File: config.mk
export PLATFORM = sky130hd
export DESIGN_NAME = coin_pulse_tx
export DESIGN_NICKNAME = d
export VERILOG_FILES = /design/src/rtl/coin_pulse_tx.sv
export SDC_FILE = /design/constraint.sdc
export NUM_CORES = 1
export LEC_CHECK = 0
export CORE_ASPECT_RATIO = 0.8
export CORE_UTILIZATION = 54
export DETAILED_ROUTE_END_ITERATION = 7
export GPL_TIMING_DRIVEN = 0
export HOLD_SLACK_MARGIN = 0.08
export PLACE_DENSITY_LB_ADDON = 0.2
export SETUP_SLACK_MARGIN = 0.3
export SLEW_MARGIN = 20
export SYNTH_ARGS = -nofsm -noshare
export SYNTH_HDL_FRONTEND = slang
export SYNTH_SLANG_ARGS = --single-unit
File: constraint.sdc
create_clock -name clk -period 2.3 [get_ports clk]
set_clock_uncertainty 0.2 [all_clocks]
set_input_delay 0.46 -clock clk [delete_from_list [all_inputs] [get_ports clk]]
set_output_delay 0.46 -clock clk [all_outputs]
set_load 0.02 [all_outputs]
File: src/rtl/coin_pulse_tx.sv
// Coin pulse transmitter: emits up to three coin pulses on m_out, then an
// optional accept pulse on a_out, and reports completion with a done strobe.
// Every output is registered from the next-state value.
module coin_pulse_tx #(
   parameter int unsigned HIGH_CYC = 4,
   parameter int unsigned LOW_CYC  = 4,
   parameter int unsigned A_CYC    = 2
) (
   input  logic       clk,
   input  logic       rst,
   input  logic       req_valid,
   input  logic [1:0] req_coins,
   input  logic       req_accept,
   output logic       req_ready,
   input  logic       abort,
   output logic       m_out,
   output logic       a_out,
   output logic       busy,
   output logic       done,
   output logic       aborted,
   output logic [1:0] coins_sent
);

   typedef enum logic [2:0] {StIdle, StHigh, StLow, StAccept, StDone} state_e;

   // The phase counter is loaded with (width - 1) and counts down to zero.
   localparam logic [7:0] HighLoad = 8'(HIGH_CYC - 1);
   localparam logic [7:0] LowLoad  = 8'(LOW_CYC - 1);
   localparam logic [7:0] AccLoad  = 8'(A_CYC - 1);

   state_e     state_q, state_d;
   logic [7:0] cnt_q, cnt_d;
   logic [1:0] left_q, left_d;
   logic       acc_q, acc_d;
   logic [1:0] sent_q, sent_d;
   logic       aborted_q, aborted_d;
   logic       m_q, a_q, busy_q, done_q, ready_q;

   // Next-state, phase-counter and status logic.
   always_comb begin
      state_d   = state_q;
      cnt_d     = cnt_q;
      left_d    = left_q;
      acc_d     = acc_q;
      sent_d    = sent_q;
      aborted_d = aborted_q;
      unique case (state_q)
         StIdle: begin
            // abort is ignored here; a request always wins
            if (req_valid) begin
               acc_d     = req_accept;
               left_d    = req_coins;
               sent_d    = 2'd0;
               aborted_d = 1'b0;
               if (req_coins != 2'd0) begin
                  state_d = StHigh;
                  cnt_d   = HighLoad;
               end else if (req_accept) begin
                  state_d = StAccept;
                  cnt_d   = AccLoad;
               end else begin
                  state_d = StDone;
               end
            end
         end
         StHigh: begin
            if (abort) begin
               // truncated pulse is not counted
               state_d   = StDone;
               aborted_d = 1'b1;
            end else if (cnt_q == 8'd0) begin
               state_d = StLow;
               cnt_d   = LowLoad;
               sent_d  = sent_q + 2'd1;
               left_d  = left_q - 2'd1;
            end else begin
               cnt_d = cnt_q - 8'd1;
            end
         end
         StLow: begin
            if (abort) begin
               state_d   = StDone;
               aborted_d = 1'b1;
            end else if (cnt_q == 8'd0) begin
               if (left_q != 2'd0) begin
                  state_d = StHigh;
                  cnt_d   = HighLoad;
               end else if (acc_q) begin
                  state_d = StAccept;
                  cnt_d   = AccLoad;
               end else begin
                  state_d = StDone;
               end
            end else begin
               cnt_d = cnt_q - 8'd1;
            end
         end
         StAccept: begin
            if (abort) begin
               state_d   = StDone;
               aborted_d = 1'b1;
            end else if (cnt_q == 8'd0) begin
               state_d = StDone;
            end else begin
               cnt_d = cnt_q - 8'd1;
            end
         end
         StDone: begin
            state_d = StIdle;
         end
         default: begin
            state_d = StIdle;
         end
      endcase
   end

   // State register.
   always_ff @(posedge clk or posedge rst) begin
      if (rst) begin
         state_q <= StIdle;
      end else begin
         state_q <= state_d;
      end
   end

   // Datapath and registered outputs, decoded from the next state.
   always_ff @(posedge clk or posedge rst) begin
      if (rst) begin
         cnt_q     <= 8'd0;
         left_q    <= 2'd0;
         acc_q     <= 1'b0;
         sent_q    <= 2'd0;
         aborted_q <= 1'b0;
         m_q       <= 1'b0;
         a_q       <= 1'b0;
         busy_q    <= 1'b0;
         done_q    <= 1'b0;
         ready_q   <= 1'b1;
      end else begin
         cnt_q     <= cnt_d;
         left_q    <= left_d;
         acc_q     <= acc_d;
         sent_q    <= sent_d;
         aborted_q <= aborted_d;
         m_q       <= (state_d == StHigh);
         a_q       <= (state_d == StAccept);
         busy_q    <= (state_d != StIdle);
         done_q    <= (state_d == StDone);
         ready_q   <= (state_d == StIdle);
      end
   end

   assign m_out      = m_q;
   assign a_out      = a_q;
   assign busy       = busy_q;
   assign done       = done_q;
   assign req_ready  = ready_q;
   assign aborted    = aborted_q;
   assign coins_sent = sent_q;

endmodule

Word level (Yosys, flattened, before mapping)
Cells that the tools add are included.

Mux-type cells: 35. Reduce and logical (&&, ||, !) cells: 14. Equal/unequal tests: 15. Add/subtract/negate cells: 3.

Operator list (count): $mux 8 (11); $mux 3 (11); $pmux 8 s4 (1); $mux 2 (6); $ne 2x2->1 const B (6); $pmux 3 s4 (1); $eq 3x2->1 const B (3); $logic_not 8->1 (1); $pmux 2 s2 (2); $reduce_and 8->1 (1); $reduce_bool 2->1 (4); $sub 8x1->8 const B (1); $eq 3x1->1 const B (2); $logic_not 3->1 (2); $ne 4x4->1 const B (1); $reduce_and 4->1 (1); $reduce_bool 4->1 (1); $eq 3x3->1 const B (1); $ne 3x3->1 const B (1); $reduce_and 3->1 (1); $reduce_bool 3->1 (1); $reduce_or 3->1 (1); $add 2x1->2 const B (1); $mux 1 (2); 4 further kinds (4).

Input port bits: 7. Bits in registers: 22.

Depth between registers and ports, before layout
Gate-level depths: netlist of the first run.

Depth in word-level cells: 6. Depth in mapped cells: 8.

Worst setup path after synthesis of the first run
No wires, ideal clock.

Kind: register -> register. From: reg cnt_q[0]. To: reg cnt_q[2]. Required time: 1.979 ns. Cell stages (with the launch flop): 9. Setup time: 0.121 ns. Data arrival time: 1.724 ns. Path slack: 0.255 ns. Cells stage by stage: dfrtp_1 inv_1 ha_1 nor3b_2 nand2_4 o32ai_4 buf_6 nor2_2 a22o_1.

Cells in the longest elaborated chain, start to end: 4.

RTL lines: start: declaration (line 32) `logic [7:0] cnt_q, cnt_d;`; start signal: assignment (line 140) `cnt_q <= cnt_d;`; $sub 8x1->8 or $logic_not 8->1 (tied branches); $mux 8, on equally long branches (line 102, 71, 84); $mux 8, on equally long branches (line 99, 67, 81); $pmux 8 s4 (line 47) `unique case (state_q)`.

Several ways; a longest one is shown, not always the timed one. The select of a mux whose other input is x is not followed. A chain may end at the register's enable or synchronous reset.

Worst setup path after layout of the first run
From: reg cnt_q[1]. To: reg cnt_q[5].

The elaborated chain is that of the path after synthesis.

==> flow_results.org, run 1 <==
** Status
- The run finished with clean final reports.

** Floorplanning
- For this configuration, the core starts out at a cell density of 0.578.
- Die outline height :: about 45 um
- Number of cell rows :: 15
- Placeable core area :: 2180 um^2
- I/O pin cnt :: 15
- From left edge to right edge, the die measures between 50 and 60 um.
- The floorplan step defined a die boundary enclosing approximately 2500 um^2.

** Critical path
- The worst setup path is launched from a flop.
- STA puts the critical path data arrival time at 2.13 ns.
- Among all stages on the critical path, the largest delay is contributed by sky130_fd_sc_hd__dfrtp_1.
- Type of the worst setup path :: flop to flop
- Critical path's top delay family :: compound AO/OA/AOI/OAI gates
- Crit path max fanout :: 6
- Counting both buffers and inverters, the worst setup path holds a total of 2.
- Worst EP required :: about 2.3 ns
- Walking the worst path, the cells encountered are inv_2 > ha_4 > nor3b_4 > nand2_4 > buf_4 > a21oi_4 > a2bb2oi_1 > o21ai_1.
- Critical Path Sink Type :: flop
- Biggest cell delay along the critical path :: 0.41 ns

** Synthesis
- The share of synthesized area in the top cell type comes to 0.418.
- sky130_fd_sc_hd__dfrtp_1 takes more of the synthesized area than any other cell.
- Top area cells in the synthesized netlist :: sky130_fd_sc_hd__dfrtp_1, sky130_fd_sc_hd__nand2_1, sky130_fd_sc_hd__o21ai_0
- Synthesis produced a netlist with a net count of around 140.
- By count the netlist is led by sky130_fd_sc_hd__dfrtp_1, sky130_fd_sc_hd__nand2_1, sky130_fd_sc_hd__nor2_1.
- After synthesis, the share of flip-flops with an asynchronous set or reset is 1.00.
- After synthesis, the mean cell area works out to around 10 um^2.
- Gate count after technology mapping :: about 130
- #FFs+latches synth :: 22
- Primary flip-flop cell chosen by synthesis mapping :: sky130_fd_sc_hd__dfrtp_1
- During synthesis, Yosys emitted a total of 0 warnings.
- Of the synthesized area, sequential elements account for 0.439.
- The netlist uses 42 different library cells.
- Most frequent cell after synthesis :: sky130_fd_sc_hd__dfrtp_1
- After synthesis the cells add up to between 1000 and 1500 um^2.
- Counting flops with a built-in enable in the synthesized netlist gives 0.

** Placed design
- Placed cell count :: roughly 170
- Final weighted congestion in routability-driven placement :: 0.838
- Detailed placement finished with a half-perimeter wire length of between 1.5 and 2 mm.
- Placed instance area :: 1440 um^2
- # port buffers :: 14

** Finish
- Counting the fill cells in the layout gives ~120.
- Count of non-filler cells in the finished layout :: around 200
- In the final layout, flip-flops and latches occupy roughly 560 um^2.
- Multi-input combinational cell area :: ~750 um^2
- Of the cells placed in the final design, the portion with a size suffix greater than 1 is 0.347.
- The repair_antennas step left the layout with diodes totalling 0.
- Final layout net count :: 184
- Layout overhead on the synthesized area :: 40.6%
- With fillers left out, the area of the finished cells amounts to roughly 1800 um^2.

** Clock network
- Clock-pin slew of the registers on the worst-case setup and hold paths :: 0.12 ns
- CTS saw 22 sinks.
- No sink is reached through more buffers than the 2 on the longest clock path.
- Cts bufs inserted :: 3
- Clock latency on the worst-skew pair :: 0.31 ns
- In this run the clock root is driven by a sky130_fd_sc_hd__clkbuf_4.
- TritonCTS built the clock tree.
- In this run the number of H-tree levels came out at 1.

** Global route
- Initial antenna violation count :: 0
- GR Overflow Total :: 0
- Entering global routing, the biggest net connects 23 pins.
- In the global route stage, overall resource usage came out at 0.278.
- The first global-routing pass estimated between 5 and 6 mm of wire.
- Number of global-route vias before repair :: between 1000 and 1500

** Routing
- Before antenna repair, the detailed router went through 5 iterations.
- Dividing the detail-routed via count by the number of cells gives 6.04.
- Overall routed net length :: 3.44 mm
- ANT nets after route :: 0
- Via count :: 1195
- DR DRC count :: 0
- Dividing the detail-routed wire length by the instance count gives approximately 17 um.
- After the first detailed-routing iteration, the DRC count stood at 68.

** Pwr
- In this run the power density over the cells is roughly 1500 nW/um^2.
- Logic gate share of total power :: 0.656
- Net load switching power :: around 1100 uW
- Leakage power figure :: just over 0.0008 uW
- Net switching share of the total power :: 0.428
- The share of total power dissipated in the clock network is 0.081.
- Cell internal pwr :: around 1500 uW
- The share of total power dissipated in sequential elements is 0.263.
- Across the VDD grid, the largest voltage drop is roughly 0.0009 V.

** Timing
- Transition time of the tightest slew-check pin :: 0.801 ns
- The tightest hold path in the finished design has a slack of 0.304 ns.
- Number of setup violations in the final report :: 0
- In the finished design, the share of the clock period the worst path needs comes to 0.925.
- The number of hold-slack violations in the final timing report came to 0.
- Tightest slew margin relative to the limit :: 0.465
- Unrepaired setup endpoints after global routing :: true
- The smallest clock period supported by the final layout is computed as between 2 and 2.5 ns.
- Max-slew violation count :: 0
- Maximum clock rate :: roughly 470 MHz

** Flow run
- Across the run, the number of max-cap violations was 0.

** Worst hold path
- Kind of path behind the tightest hold check :: flop to flop
==> cell usage in the layout, fill, tap and decap left out, drive strengths merged, types with 5 or more instances in the layout <==
master         netlist  final
nand2               17     17
buf                  3     29
o21ai                9      9
clkbuf               1      5
a21oi                5      5
nor2                11     11
dfrtp               21     21
inv                  6      6
clkdlybuf4s50        0      9
nand3                5      5
==> path summary, 6_finish.rpt <==
path                       slack [ns]                  start  depth (start not counted)               endpoint
max                              0.17   cnt_q[1]$_DFFE_PP0P_                          8   cnt_q[5]$_DFFE_PP0P_
min                              0.30  left_q[1]$_DFFE_PP0P_                          1  left_q[1]$_DFFE_PP0P_
max reg2reg                      0.17   cnt_q[1]$_DFFE_PP0P_                          8   cnt_q[5]$_DFFE_PP0P_
min reg2reg                      0.30  left_q[1]$_DFFE_PP0P_                          1  left_q[1]$_DFFE_PP0P_
max in group asynchronous        0.95                    rst                          2   cnt_q[4]$_DFFE_PP0P_
min in group asynchronous        0.40                    rst                          2   cnt_q[5]$_DFFE_PP0P_
==> worst register-to-register path, cell delays in order (launching register included) <==
cell                        delay (ns)
sky130_fd_sc_hd__dfrtp_1          0.41
sky130_fd_sc_hd__inv_2            0.09
sky130_fd_sc_hd__ha_4             0.13
sky130_fd_sc_hd__nor3b_4          0.32
sky130_fd_sc_hd__nand2_4          0.12
sky130_fd_sc_hd__buf_4            0.17
sky130_fd_sc_hd__a21oi_4          0.26
sky130_fd_sc_hd__a2bb2oi_1        0.23
sky130_fd_sc_hd__o21ai_1          0.09
==> power groups by stage <==
stage | Combinational [uW] | Sequential (uW) | Clock (uW)
6_report | 1700 | 683 | 210
5_1_grt | 1820 | 696 | 232
4_1_cts | 1450 | 664 | 217
3_5_place_dp | 1100 | 672 | 0
3_3_place_gp | 1080 | 666 | 0
2_1_floorplan | 773 | 717 | 0
==> registers in the layout, summed over array words and instances, names as in the netlist <==
register,flops
a_out,1
aborted,1
acc_q,1
cnt_q,8
done,1
left_q,2
state_q,3
m_out,1
req_ready,1
coins_sent,2
busy,1
==> routing by layer <==
metal	share of wire	wire [um]	track usage	vias to the layer above
li1	-	-	-	553
met1	0.46	1590	0.389	584
met2	0.47	1610	0.453	52
met3	0.055	190	0.0630	6
met4	0.013	46	0.0585	0
met5	0	0	0	-
==> stage by stage <==
stage	power [uW]	util	TNS [ns]	worst slack, ns
floorplan	1490	-	0	0.323
global placement	1750	0.659	-0.243	-0.106
detailed placement	1780	0.659	-0.324	-0.116
CTS	2330	0.764	0	0.220
global route	2740	0.812	0	0.123
finish	2590	0.812	0	0.173
==> cells by family (layout without fill, tap and decap cells) <==
family | after synthesis | in the layout | share of synthesized area
simple gates | 49 | 49 | 0.221
compound gates | 43 | 43 | 0.255
flops | 22 | 22 | 0.439
buf+inv | 10 | 54 | 0.0398
fa+ha+maj | 3 | 3 | 0.0299
mux | 2 | 2 | 0.0159
==> repair_timing <==
| action | CTS | global route |
|---|---|---|
| pin swaps | 7 | 4 |
| resized for setup | 17 | 18 |
| hold buffers | 0 | 0 |
| setup buffers | 19 | 7 |
| setup endpoints to repair | 17 | 19 |
==> area by class of cell <==
| type | instances | area share |
|---|---|---|
| Clock buffer | 4 | 0.0205 |
| Inverter | 6 | 0.0127 |
| Sequential cell | 22 | 0.314 |
| Buffer | 4 | 0.0198 |
| Tap cell | 25 | 0.0177 |
| Multi-Input combinational cell | 97 | 0.423 |
| Timing Repair Buffer | 40 | 0.192 |
Note: power is estimated with default switching activity, not from simulation.
==> run 2: changes to the inputs <==
--- a/config.mk
+++ b/config.mk
@@ -5,6 +5,7 @@
 export SDC_FILE = /design/constraint.sdc
 export NUM_CORES = 1
 export LEC_CHECK = 0
+export CAP_MARGIN = 10
 export CORE_ASPECT_RATIO = 0.8
 export CORE_UTILIZATION = 54
 export DETAILED_ROUTE_END_ITERATION = 7
==> results of run 2 <==
Same layout as run 1: the final DEF is identical, and so are final timing and power.
==> run 3: changes to the inputs <==
--- a/config.mk
+++ b/config.mk
@@ -9,8 +9,7 @@
 export CORE_ASPECT_RATIO = 0.8
 export CORE_UTILIZATION = 54
 export DETAILED_ROUTE_END_ITERATION = 7
-export GPL_TIMING_DRIVEN = 0
-export HOLD_SLACK_MARGIN = 0.08
+export HOLD_SLACK_MARGIN = 0.1
 export PLACE_DENSITY_LB_ADDON = 0.2
 export SETUP_SLACK_MARGIN = 0.3
 export SLEW_MARGIN = 20
==> flow_results.org, run 3 (synthesis gave the netlist of run 1 again) <==
** Routing
- DR DRC count :: 0 (unchanged)
- The final wirelength is 4.20 mm (+22%).
- Via count :: 1313 (+9.9%)
- The post-detailed-route wirelength per cell was 20.8 um (+20%).
- First DRT Iteration DRCs :: 76 (+12%)
- The first-pass detailed-route iteration total came to 6 (+1).
- The remaining antenna violation count after routing is 0 (unchanged).
- The via density per instance was 6.50 (+7.7%).

** Global route
- Tot GR Track Use :: 0.302 (+0.0241)
- Initial antenna violation count :: 0 (unchanged)
- The total overflow reported by the global router came to 0 (unchanged).
- The largest net degree at the start of global routing was 14 (-39%).
- The global-route wire length before repair is 5.62 mm (+7.5%).
- The number of global-route vias before repair was 1182 (+11%).

** Timing
- Max-slew violation count :: 0 (unchanged)
- Hold Fails Final Rpt :: 0 (unchanged)
- Setup slack after layout :: 0.140 ns (-0.0325 ns)
- The relative slew slack was 0.676 (+0.211).
- The setup violation total in the final timing report came to 0 (unchanged).
- Minimum clock period after layout :: 2.16 ns (+0.0324 ns)
- The final-layout worst hold slack was 0.259 ns (-0.0450 ns).
- The highest clock frequency the design can meet was 463 MHz (-1.5%).
- Transition time of the tightest slew-check pin :: 0.485 ns (-0.317 ns)
- Portion of the clock cycle consumed by the worst path in the final layout :: 0.939 (+0.0141)
- Setup repair after global routing could not meet its margin everywhere.
- The setup total negative slack came to 0 ns (unchanged).

** Finish
- Most common cell after layout, fill and taps aside :: sky130_fd_sc_hd__buf_4
- The area growth from synthesis to layout is 53.7%.
- Count of inserted antenna diode cells :: 0 (unchanged)
- Share of final-layout standard cells stronger than drive strength 1 :: 0.407 (+0.0600)
- The number of flip-flops under the largest register name came to 8 (unchanged).
- Registers with the most flip-flops :: cnt_q (8), state_q (3)
- Ranked by flip-flop count, first place goes to cnt_q.
- Most frequent cells in the layout :: sky130_fd_sc_hd__buf_4, sky130_fd_sc_hd__dfrtp_1, sky130_fd_sc_hd__nand2_1
- The number of nets in the layout is 188 (+2.2%).

** Placed design
- Final weighted congestion in routability-driven placement :: 0.817 (-2.6%)
- Post-DP HPWL :: 1.92 mm (+5.6%)
- The worst setup slack after placement is -0.0556 ns (+0.0605 ns).
- # port buffers :: 14 (unchanged)

** Clock network
- The clock insertion delay at the later pin of the skew report is 0.31 ns (about the same).
- CTS Root Cell :: sky130_fd_sc_hd__clkbuf_4
- The number of clock sinks came to 22 (unchanged).
- CTS tree :: yes
- The maximum number of buffers from clock root to sink came to 2 (unchanged).
- Cts bufs inserted :: 3 (unchanged)
- Clock-pin slew of the registers on the worst-case setup and hold paths :: 0.12 ns (about the same)
- The deepest level of the CTS H-tree is 1 (unchanged).

** Floorplanning
- The area enclosed by the die boundary is 2530 um^2 (unchanged).
- The die width was 56.0 um (unchanged).
- Initial Util :: 0.578 (unchanged)
- Placeable core area :: 2180 um^2 (unchanged)
- Die outline height :: 45.2 um (unchanged)
- Number of cell rows :: 15 (unchanged)
- I/O pin cnt :: 15 (unchanged)

** Pwr
- Power per cell area :: 1580 nW/um^2 (+7.8%)
- Peak VDD IR :: 0.00119 V (+32%)
- Leakage power figure :: 0.000878 uW (+8.9%)

** Status
- Status :: complete, no violations

** Critical path
- Crit path max fanout :: 4 (-2)
- The arrival time at the worst endpoint came to 2.16 ns (+0.03 ns).
- The startpoint identified for the worst register-to-register timing path is cnt_q[0]$_DFFE_PP0P_.
- Critical Path Sink Type :: flop
- By startpoint and endpoint, the worst setup path is classified as flop to flop.
- The worst setup path is launched from a flop.
- Worst EP required :: 2.30 ns (about the same)
- The most critical setup path has its startpoint at cnt_q[0]$_DFFE_PP0P_.
- Setup slack of the most critical reg-to-reg path :: 0.14 ns (-0.03 ns)

** Worst hold path
- Kind of path behind the tightest hold check :: input pin to asynchronous set/reset pin

** Flow run
- Max-cap check violation count :: 0 (unchanged)
==> run 3: cell count changes in the layout (fill, tap and decap cells not counted), sizes merged <==
cell           previous run  this run
clkbuf                    5         3
bufinv                    0         1
dlygate4sd2               3         2
clkdlybuf4s50             9        10
buf                      29        34
==> run 3: final cells by class <==
cell class / instances / area [um^2]
tap: 25 / 31.3
fill: 96 / 244
timing repair buffer: 48 / 465
clock buffer: 3 / 22.5
multi-input combinational: 97 / 805
inverter: 6 / 22.5
clock inverter: 1 / 30.0
sequential: 22 / 557
==> run 3: per-stage QoR <==
| step | cells | total power, uW | area [um^2] | util |
|---|---|---|---|---|
| 2_1_floorplan | 129 | 1490 | 1260 | - |
| 3_3_place_gp | 174 | 1800 | 1480 | 0.681 |
| 3_5_place_dp | 174 | 1840 | 1480 | 0.681 |
| 4_1_cts | 196 | 2510 | 1770 | 0.812 |
| 5_1_grt | 202 | 3180 | 1930 | 0.888 |
| 6_report | 202 | 3050 | 1930 | 0.888 |
==> run 3: layer usage <==
layer | vias up | track usage | wire [um]
li1 | 564 | - | -
met1 | 627 | 0.392 | 1730
met2 | 98 | 0.482 | 1910
met3 | 24 | 0.0974 | 422
met4 | 0 | 0.117 | 139
met5 | - | 0 | 0
==> run 3: what timing repair did <==
item / in CTS / in global routing
gates cloned: 1 / 0
hold buffers: 0 / 0
setup buffers: 17 / 6
pin swaps: 6 / 13
resized for setup: 22 / 27
setup endpoints to repair: 14 / 18
endpoints found under the hold margin: 0 / 0
==> run 3: worst max-delay path: stages (launching register included) <==
cell	delay, ns
sky130_fd_sc_hd__dfrtp_1	0.42
sky130_fd_sc_hd__inv_2	0.07
sky130_fd_sc_hd__ha_4	0.15
sky130_fd_sc_hd__nor3b_4	0.15
sky130_fd_sc_hd__buf_6	0.14
sky130_fd_sc_hd__and2_4	0.17
sky130_fd_sc_hd__a311o_1	0.40
sky130_fd_sc_hd__and2b_1	0.20
sky130_fd_sc_hd__a21boi_1	0.13
==> run 3: final timing paths <==
| check | endpoint | cells after the start |
|---|---|---|
| min in group clk | left_q[1]$_DFFE_PP0P_ | 1 |
| hold / removal | a_out$_DFF_PP0_ | 2 |
| hold reg to reg | left_q[1]$_DFFE_PP0P_ | 1 |
| setup reg to reg | m_out$_DFF_PP0_ | 8 |
| max in group asynchronous | cnt_q[2]$_DFFE_PP0P_ | 3 |
| setup / recovery | m_out$_DFF_PP0_ | 8 |
==> run 3: where the power goes <==
part | switching [uW] | internal [uW]
clock | 118 | 176
combinational | 1020 | 1040
sequential | 150 | 548
